==> src/rtl/addsub_seq.sv <==
// addsub_seq: multi-cycle adder/subtractor that walks WIDTH-bit operands
// CHUNK bits per cycle, LSB chunk first, through a registered carry/borrow.
// Valid/ready on both sides; produces carry/borrow-out, signed overflow and
// zero flags alongside the result.
module addsub_seq #(
  parameter int WIDTH = 16,
  parameter int CHUNK = 4
) (
  input  logic             clk,
  input  logic             rst,
  input  logic             in_valid,
  output logic             in_ready,
  input  logic [WIDTH-1:0] in1,
  input  logic [WIDTH-1:0] in2,
  input  logic             ci,
  input  logic             sub_select,
  output logic             out_valid,
  input  logic             out_ready,
  output logic [WIDTH-1:0] out,
  output logic             co,
  output logic             ovf,
  output logic             zero
);

  localparam int NCHUNK = WIDTH / CHUNK;
  // Keep the index at least one bit wide so NCHUNK == 1 still elaborates.
  localparam int IW = (NCHUNK > 1) ? $clog2(NCHUNK) : 1;
  localparam logic [IW-1:0]    LAST = IW'(NCHUNK - 1);
  localparam logic [WIDTH-1:0] MASK = WIDTH'({CHUNK{1'b1}});

  typedef enum logic [1:0] {IDLE, RUN, DONE} state_t;

  state_t           state_q, state_d;
  logic [IW-1:0]    idx_q, idx_d;
  logic             carry_q, carry_d;
  logic [WIDTH-1:0] a_q, a_d, b_q, b_d;
  logic             sub_q, sub_d;
  logic [WIDTH-1:0] res_q, res_d;
  logic [WIDTH-1:0] out_q, out_d;
  logic             co_q, co_d, ovf_q, ovf_d, zero_q, zero_d;

  // Chunk datapath signals.
  logic [31:0]      sh;
  logic [CHUNK-1:0] a_ch, b_ch;
  logic [CHUNK:0]   tmp;
  logic [WIDTH-1:0] res_nx;

  assign in_ready  = (state_q == IDLE) && !rst;
  assign out_valid = (state_q == DONE);
  assign out       = out_q;
  assign co        = co_q;
  assign ovf       = ovf_q;
  assign zero      = zero_q;

  // One chunk of add/sub; chunks are selected and merged with shifts so the
  // working result only changes in the chunk currently being processed.
  always_comb begin
    sh   = 32'(idx_q) * 32'(CHUNK);
    a_ch = CHUNK'(a_q >> sh);
    b_ch = CHUNK'(b_q >> sh);
    if (sub_q)
      tmp = {1'b0, a_ch} - {1'b0, b_ch} - (CHUNK+1)'(carry_q);
    else
      tmp = {1'b0, a_ch} + {1'b0, b_ch} + (CHUNK+1)'(carry_q);
    res_nx = (res_q & ~(MASK << sh)) | (WIDTH'(tmp[CHUNK-1:0]) << sh);
  end

  // Next-state and register-update logic for the IDLE/RUN/DONE sequencer.
  always_comb begin
    state_d = state_q;
    idx_d   = idx_q;
    carry_d = carry_q;
    a_d     = a_q;
    b_d     = b_q;
    sub_d   = sub_q;
    res_d   = res_q;
    out_d   = out_q;
    co_d    = co_q;
    ovf_d   = ovf_q;
    zero_d  = zero_q;
    case (state_q)
      IDLE: begin
        if (in_valid && in_ready) begin
          a_d     = in1;
          b_d     = in2;
          sub_d   = sub_select;
          carry_d = ci;
          idx_d   = '0;
          state_d = RUN;
        end
      end
      RUN: begin
        res_d   = res_nx;
        carry_d = tmp[CHUNK];
        if (idx_q == LAST) begin
          state_d = DONE;
          out_d   = res_nx;
          co_d    = tmp[CHUNK];
          zero_d  = (res_nx == '0);
          // Add overflows when like-signed operands give an unlike sign;
          // sub overflows when unlike-signed operands flip away from in1.
          if (sub_q)
            ovf_d = (a_q[WIDTH-1] != b_q[WIDTH-1]) && (res_nx[WIDTH-1] != a_q[WIDTH-1]);
          else
            ovf_d = (a_q[WIDTH-1] == b_q[WIDTH-1]) && (res_nx[WIDTH-1] != a_q[WIDTH-1]);
        end else begin
          idx_d = IW'(idx_q + 1'b1);
        end
      end
      DONE: begin
        if (out_ready) state_d = IDLE;
      end
      default: state_d = IDLE;
    endcase
  end

  // State register; reset aborts any operation in flight and clears results.
  always_ff @(posedge clk) begin
    if (rst) begin
      state_q <= IDLE;
      idx_q   <= '0;
      carry_q <= 1'b0;
      a_q     <= '0;
      b_q     <= '0;
      sub_q   <= 1'b0;
      res_q   <= '0;
      out_q   <= '0;
      co_q    <= 1'b0;
      ovf_q   <= 1'b0;
      zero_q  <= 1'b0;
    end else begin
      state_q <= state_d;
      idx_q   <= idx_d;
      carry_q <= carry_d;
      a_q     <= a_d;
      b_q     <= b_d;
      sub_q   <= sub_d;
      res_q   <= res_d;
      out_q   <= out_d;
      co_q    <= co_d;
      ovf_q   <= ovf_d;
      zero_q  <= zero_d;
    end
  end

endmodule

==> config.mk <==
export PLATFORM = sky130hd
export DESIGN_NAME = addsub_seq
export DESIGN_NICKNAME = d
export VERILOG_FILES = /design/src/rtl/addsub_seq.sv
export SDC_FILE = /design/constraint.sdc
export NUM_CORES = 1
export LEC_CHECK = 0
export CAP_MARGIN = 20
export CORE_MARGIN = 1
export CORE_UTILIZATION = 40
export CTS_CLUSTER_DIAMETER = 50
export DETAILED_ROUTE_END_ITERATION = 6
export SYNTH_ARGS = -nofsm -noshare
export SYNTH_HDL_FRONTEND = slang
export SYNTH_SLANG_ARGS = --single-unit
==> constraint.sdc <==
create_clock -name clk -period 4 [get_ports clk]
set_input_delay 0.8 -clock clk [delete_from_list [all_inputs] [get_ports clk]]
set_output_delay 0.8 -clock clk [all_outputs]
set_load 0.01 [all_outputs]
==> key figures, run 1 <==
Critical path
  • RR Endpoint: ovf
  • Levels on crit path: 11
  • Critical path data required time: 4.27 ns
  • Worst Path Max Fanout: 12
  • CP top delay family: multiplexers
  • CP max stage cell: mux2i_1
  • Worst setup SP type: flip-flop
  • Worst r2r src: idx_q[1]
  • Crit-path cells: buf_4 -> mux4_2 -> inv_1 -> fa_1 -> ha_1 -> nand2_1 -> o221ai_2 -> xnor2_1 -> mux2i_1 -> a21oi_1 -> a211oi_2
  • Worst setup startpoint: idx_q[1]
  • Crit. End Element: flip-flop
  • Internal reg-to-reg setup slack: 0.69 ns
  • Worst r2r path cells: 11
  • CP max stage delay: 0.70 ns
  • Buf/Inv on CP: 2
  • WS Path Type: flip-flop to flip-flop
  • Setup crit end: ovf
  • CP Data Arrival Time: 3.58 ns

Place
  • I/O Buffers: 58
  • Post-detail-place hpwl: 5120 um
  • Placer Congestion: 0.818
  • Placement Cell Area: 3940 um2

STA
  • Final setup fails: 0
  • Setup TNS Final: 0 ns
  • Setup Skew: 0.00458 ns
  • Final Hold Fails: 0
  • Slew Limit Fails: 0
  • Slew headroom: 39.5%
  • Tmin final: 3.31 ns
  • Unrepaired setup endpoints after global routing: false
  • Worst-Margin Slew: 0.882 ns
  • F_max: 0.302 GHz
  • Final worst path period share: 82.8%

Power
  • Int Pwr: 1.09 mW
  • Power Total: 1.52 mW
  • Max rail drop VDD: 211 uV
  • Clock Power Share: 31.8%
  • P_leak: 1.44 nW
  • Total net switching power: 431 uW
  • Gate power share: 18.8%
  • Sw Ratio: 28.3%
  • Power per cell area: 372 nW/um2
  • Seq pwr share: 49.3%

Worst hold path
  • Hold Crit Class: flip-flop to flip-flop

Global routing
  • Vias in the first global route: 2577
  • Pin count of the biggest net entering global routing: 70
  • GR Overflow Total: 0
  • Antenna violations before repair: 0
  • First-pass GRT wire length: 12500 um
  • Total track usage: 18.9%

Clock network
  • # H-tree levels: 3
  • CTS Hold Buffers Added: 0
  • Worst-path clk slew: 0.07 ns
  • Post-CTS setup buffer count: 0
  • Clock Sinks: 69
  • Worst-Skew Late Latency: 0.35 ns
  • CTS tree: done
  • Post-CTS Resized: 0
  • CTS Buf Count: 9
  • Clk buf depth: 2
  • Clock root buffer: clkbuf_8

Yosys
  • Gate count of the mapped netlist: 381
  • Post-synth EDFFs: 0
  • Post-Syn Area: 3320 um2
  • Post-Syn Nets: 434
  • Area share of xor/xnor cells in the synthesized design: 1.32%
  • #FFs+latches synth: 69
  • Share of the synthesized area in the top cell type: 41.7%
  • Yosys warns: 0
  • Mean Syn Cell Area: 8.70 um2
  • Async SR Flop Fraction: 0%
  • Seq/Total Area, Yosys: 41.7%
  • Post-synthesis mux area share: 7.06%
  • Synth Area in Adders: 6.57%
  • Synth top area cells: dfxtp_1 42%, nand2b_1 6.8%, nand2_1 5.8%, o21ai_0 5.1%, mux4_2 4.8%
  • Top_reg_cell synth: dfxtp_1
  • Post-Synth Simple-Gate Area: 20.3%
  • Yosys top cell by area: dfxtp_1
  • Compound-Gate Fraction of Synth Area: 17.6%
  • Largest family of logic cells by synthesized area: simple AND/OR/NAND/NOR gates
  • Yosys cell types: 37

Run
  • Max Cap Viol: 0

Floorplan
  • Core Rows: 32
  • Core box area: 7890 um2
  • Die ar.: 8660 um2
  • I/O pins: 59
  • Die Width: 93.0 um
  • Die Span Y: 93.0 um
  • Initial Util: 42.0%

Cells and area
  • Area Growth Syn to Fin: 23.5%
  • Fill count: 748
  • Layout cell share with drive strength beyond 1: 7.19%
  • Design area: 4090 um2
  • Area of the multi-input gates: 1750 um2
  • N_diodes: 0
  • Register area: 1380 um2
  • NumNets Final: 480

Routing
  • DRT met1 WL: 3480 um
  • WL/cell: 13.8 um
  • Vias per cell: 5.04
  • Vias: 2684
  • DR WL met3: 325 um
  • Remaining DRCs: 0
  • Met2 WL: 3420 um
  • Routed Antenna Nets: 0
  • Drt first pass iters: 4
  • Iter 0 DRT Violations: 165
  • Post-Route WL: 7370 um
  • Top Metal Used: met4

Status
  • Status: finished, final reports clean
## area by class of cell
class                           instances  area share, %
Tap cell                              102           3.12
Timing Repair Buffer                   63           15.0
Clock inverter                          2          0.244
Clock buffer                           13           3.64
Inverter                               16           1.47
Multi-Input combinational cell        268           42.8
Sequential cell                        69           33.7
## registers in the layout (all words and copies together), names as in the netlist
name / cells
zero: 1
ovf: 1
carry_q: 1
res_q: 12
out: 16
a_q: 16
state_q: 2
co: 1
sub_q: 1
idx_q: 2
b_q: 16
## how the worst min path moves through the flow
stage | slack (ns) | startpoint | cells past startpoint | end
after global routing | 0.49 | out[13] | 2 | out[13]
final | 0.45 | co | 2 | co
after CTS | 0.46 | co | 2 | co
after global placement | 0.45 | out[12] | 2 | out[12]
after detailed placement | 0.45 | co | 2 | co
after floorplan | 0.44 | state_q[1] | 1 | state_q[0]
## per-stage QoR
step,hold slack (ns),setup slack [ns],util (%),instances
finish,0.454,0.689,51.9,533
global route,0.487,0.428,51.9,533
CTS,0.457,0.694,51.9,533
detailed placement,0.448,0.706,49.9,518
global placement,0.446,0.815,49.9,518
floorplan,0.441,0.527,-,381
## power by group through the flow
stage	logic (mW)	registers, mW	clock network [mW]
2_1_floorplan	0.201	0.757	0
3_3_place_gp	0.282	0.767	0
3_5_place_dp	0.287	0.767	0
4_1_cts	0.288	0.752	0.501
5_1_grt	0.323	0.757	0.532
6_report	0.287	0.752	0.485
## cell families (layout without fill, tap and decap cells)
family	Yosys count	in the layout
compound gates	91	91
xor+xnor	5	5
fa+ha+maj	15	15
buf+inv	44	94
flops	69	69
mux	13	13
simple gates	144	144
## layer usage
metal,vias to the layer above,track usage [%]
li1,1396,-
met1,1214,25.0
met2,63,29.0
met3,11,5.12
met4,0,8.21
met5,-,0
## synth_stat cells (7+ instances only)
master    count
dfxtp_1      69
nand2_1      51
nand2b_1     36
nor2_1       34
o21ai_0      34
a211oi_1     19
clkbuf_1     19
inv_1        16
a21oi_1      14
a22oi_1      11
ha_1         11
nor3_1        8
mux4_2        7
nand3_1       7
## worst register-to-register path, delay by kind of cell (launching register included)
kind / cells / cell delay [ns]
compound gates: 3 / 0.61
xor+xnor: 1 / 0.09
buf+inv: 2 / 0.33
flops: 1 / 0.48
simple gates: 1 / 0.07
mux: 2 / 0.94
fa+ha+maj: 2 / 0.73
## cell usage in the layout, fill, tap and decap left out, drive strengths merged, types with 7 or more instances in the layout
| cell | Yosys | layout |
|---|---|---|
| nor3 | 8 | 8 |
| mux4 | 7 | 7 |
| dfxtp | 69 | 69 |
| o21ai | 34 | 34 |
| a22oi | 11 | 11 |
| a21oi | 14 | 14 |
| nor2 | 34 | 34 |
| nand3 | 7 | 7 |
| ha | 11 | 11 |
| inv | 16 | 16 |
| a211oi | 20 | 20 |
| clkbuf | 19 | 13 |
| clkdlybuf4s50 | 0 | 57 |
| nand2b | 36 | 36 |
| nand2 | 52 | 52 |
Power figures use the tool's default switching activity.
==> inputs of run 2 (changes only) <==
==> constraint.sdc (replaced) <==
create_clock -name clk -period 3.3 [get_ports clk]
set_input_delay 0.66 -clock clk [delete_from_list [all_inputs] [get_ports clk]]
set_output_delay 0.66 -clock clk [all_outputs]
set_load 0.01 [all_outputs]
==> key figures, run 2 (synthesized netlist as in run 1, its figures left out) <==
Clock network
  • # H-tree levels: 3 (unchanged)
  • Clk buf depth: 2 (unchanged)
  • CTS Buf Count: 9 (unchanged)
  • Clock Sinks: 69 (unchanged)
  • CTS tree: done
  • Worst-Skew Late Latency: 0.35 ns (about the same)
  • Clock root buffer: clkbuf_8
  • Worst-path clk slew: 0.07 ns (about the same)
  • CTS Hold Buffers Added: 0 (unchanged)

Routing
  • Iter 0 DRT Violations: 111 (-33%)
  • Post-Route WL: 7400 um (+0.37%)
  • WL/cell: 13.7 um (-0.93%)
  • Vias: 2736 (+1.9%)
  • Routed Antenna Nets: 0 (unchanged)
  • Vias per cell: 5.07 (+0.62%)
  • Drt first pass iters: 5 (+1)
  • Remaining DRCs: 0 (unchanged)

Critical path
  • Cell with the most instances on the worst path: fa_1
  • Worst setup startpoint: idx_q[0]
  • CP Data Arrival Time: 3.32 ns (-0.26 ns)
  • CP max stage cell: mux4_2
  • Crit. End Element: flip-flop
  • CP max stage delay: 0.58 ns (-0.12 ns)
  • CP top delay family: adder cells
  • Buf/Inv on CP: 2 (unchanged)
  • Worst Path Max Fanout: 4 (-8)
  • WS Path Type: flip-flop to flip-flop
  • Worst r2r src: idx_q[0]
  • Worst setup SP type: flip-flop
  • Critical path data required time: 3.58 ns (-0.69 ns)
  • Crit-path cells: mux4_2 -> fa_1 -> fa_1 -> inv_1 -> mux2i_1 -> buf_4 -> o21ai_0 -> nand3_1 -> or4_1 -> a21oi_1

Cells and area
  • Most common cell after layout, fill and taps aside: dfxtp_1
  • Layout cell share with drive strength beyond 1: 9.13% (+1.9 points)
  • NumNets Final: 487 (+1.5%)
  • Final core occ: 52.9% (+0.98 points)
  • Area Growth Syn to Fin: 25.8%
  • N_diodes: 0 (unchanged)
  • Most frequent cells in the layout: 69 x dfxtp_1, 57 x clkdlybuf4s50_1, 51 x nand2_1, 36 x nand2b_1

Status
  • Status: finished, final reports clean

Global routing
  • Pin count of the biggest net entering global routing: 70 (unchanged)
  • Vias in the first global route: 2702 (+4.9%)
  • GR Overflow Total: 0 (unchanged)
  • Antenna violations before repair: 0 (unchanged)
  • First-pass GRT wire length: 12600 um (+0.66%)
  • Total track usage: 18.6% (-0.34 points)

Place
  • Setup WS pre-CTS: 0.244 ns (-0.462 ns)
  • Placer Congestion: 0.835 (+2.1%)
  • Post-detail-place hpwl: 5110 um (-0.24%)
  • I/O Buffers: 58 (unchanged)

Floorplan
  • Initial Util: 42.0% (unchanged)
  • I/O pins: 59 (unchanged)
  • Core Rows: 32 (unchanged)
  • Die ar.: 8660 um2 (unchanged)
  • Die Span Y: 93.0 um (unchanged)
  • Die Width: 93.0 um (unchanged)
  • Core box area: 7890 um2 (unchanged)

STA
  • Slew headroom: 41.1% (+1.5 points)
  • Final worst path period share: 92.1% (+9.3 points)
  • Unrepaired setup endpoints after global routing: false
  • Setup Skew: 0.00881 ns (+0.00423 ns)
  • Slew Limit Fails: 0 (unchanged)
  • Final Hold Fails: 0 (unchanged)
  • F_max: 0.329 GHz (+8.9%)
  • Hold Worst Slack: 0.450 ns (-0.00392 ns)
  • Final setup fails: 0 (unchanged)
  • Setup TNS Final: 0 ns (unchanged)
  • Tmin final: 3.04 ns (-0.271 ns)
  • Final worst slack: 0.261 ns (-0.429 ns)
  • Worst-Margin Slew: 0.884 ns (+0.00231 ns)

Power
  • Power per cell area: 463 nW/um2 (+25%)
  • Max rail drop VDD: 276 uV (+31%)
  • P_leak: 1.48 nW (+3.1%)

Worst hold path
  • Hold_sp: out[13]
  • Hold Crit Class: flip-flop to flip-flop

Run
  • Max Cap Viol: 0 (unchanged)
-- run 2: layout make-up --
| type | instances | area, um2 |
|---|---|---|
| Inverter | 16 | 60.1 |
| Fill cell | 771 | 3720 |
| Multi-Input combinational cell | 268 | 1750 |
| Clock buffer | 10 | 128 |
| Tap cell | 102 | 128 |
| Clock inverter | 5 | 52.6 |
| Sequential cell | 69 | 1380 |
| Timing Repair Buffer | 70 | 669 |
-- run 2: power breakdown --
group          internal (mW)  switching (mW)  total, mW
combinational          0.181           0.192      0.373
sequential             0.877          0.0320      0.909
clock                  0.341           0.311      0.651
-- run 2: what timing repair did --
| item | in CTS | in global routing |
|---|---|---|
| buffers inserted | 0 | 0 |
| setup endpoints to repair | 0 | 1 |
| resized for setup | 0 | 1 |
-- run 2: path summary, 6_finish.rpt --
kind,to,slack [ns],cells after the start
worst max-delay path,zero,0.26,10
worst max register to register,zero,0.26,10
worst min register to register,out[13],0.45,2
worst min-delay path,out[13],0.45,2
-- run 2: worst min-delay path: stages, from the launching register on --
cell and delay [ns]:
dfxtp_1 0.31, nand2_1 0.05, a21oi_1 0.05
-- run 2: per-stage QoR --
step	std cells	power (mW)	instance area, um2
2_1_floorplan	381	1.16	3320
3_3_place_gp	525	1.29	3990
3_5_place_dp	525	1.30	3990
4_1_cts	540	1.95	4170
5_1_grt	540	2.04	4170
6_report	540	1.93	4170
-- run 2: routing by layer --
layer / GRT usage [%] / up-vias / share of wire, % / routed length, um
met5: 0 / - / 0 / 0
met3: 4.88 / 11 / 3.7 / 274
met2: 30.6 / 67 / 48 / 3570
li1: - / 1408 / - / -
met4: 6.79 / 0 / 1.6 / 116
met1: 23.4 / 1250 / 46 / 3440
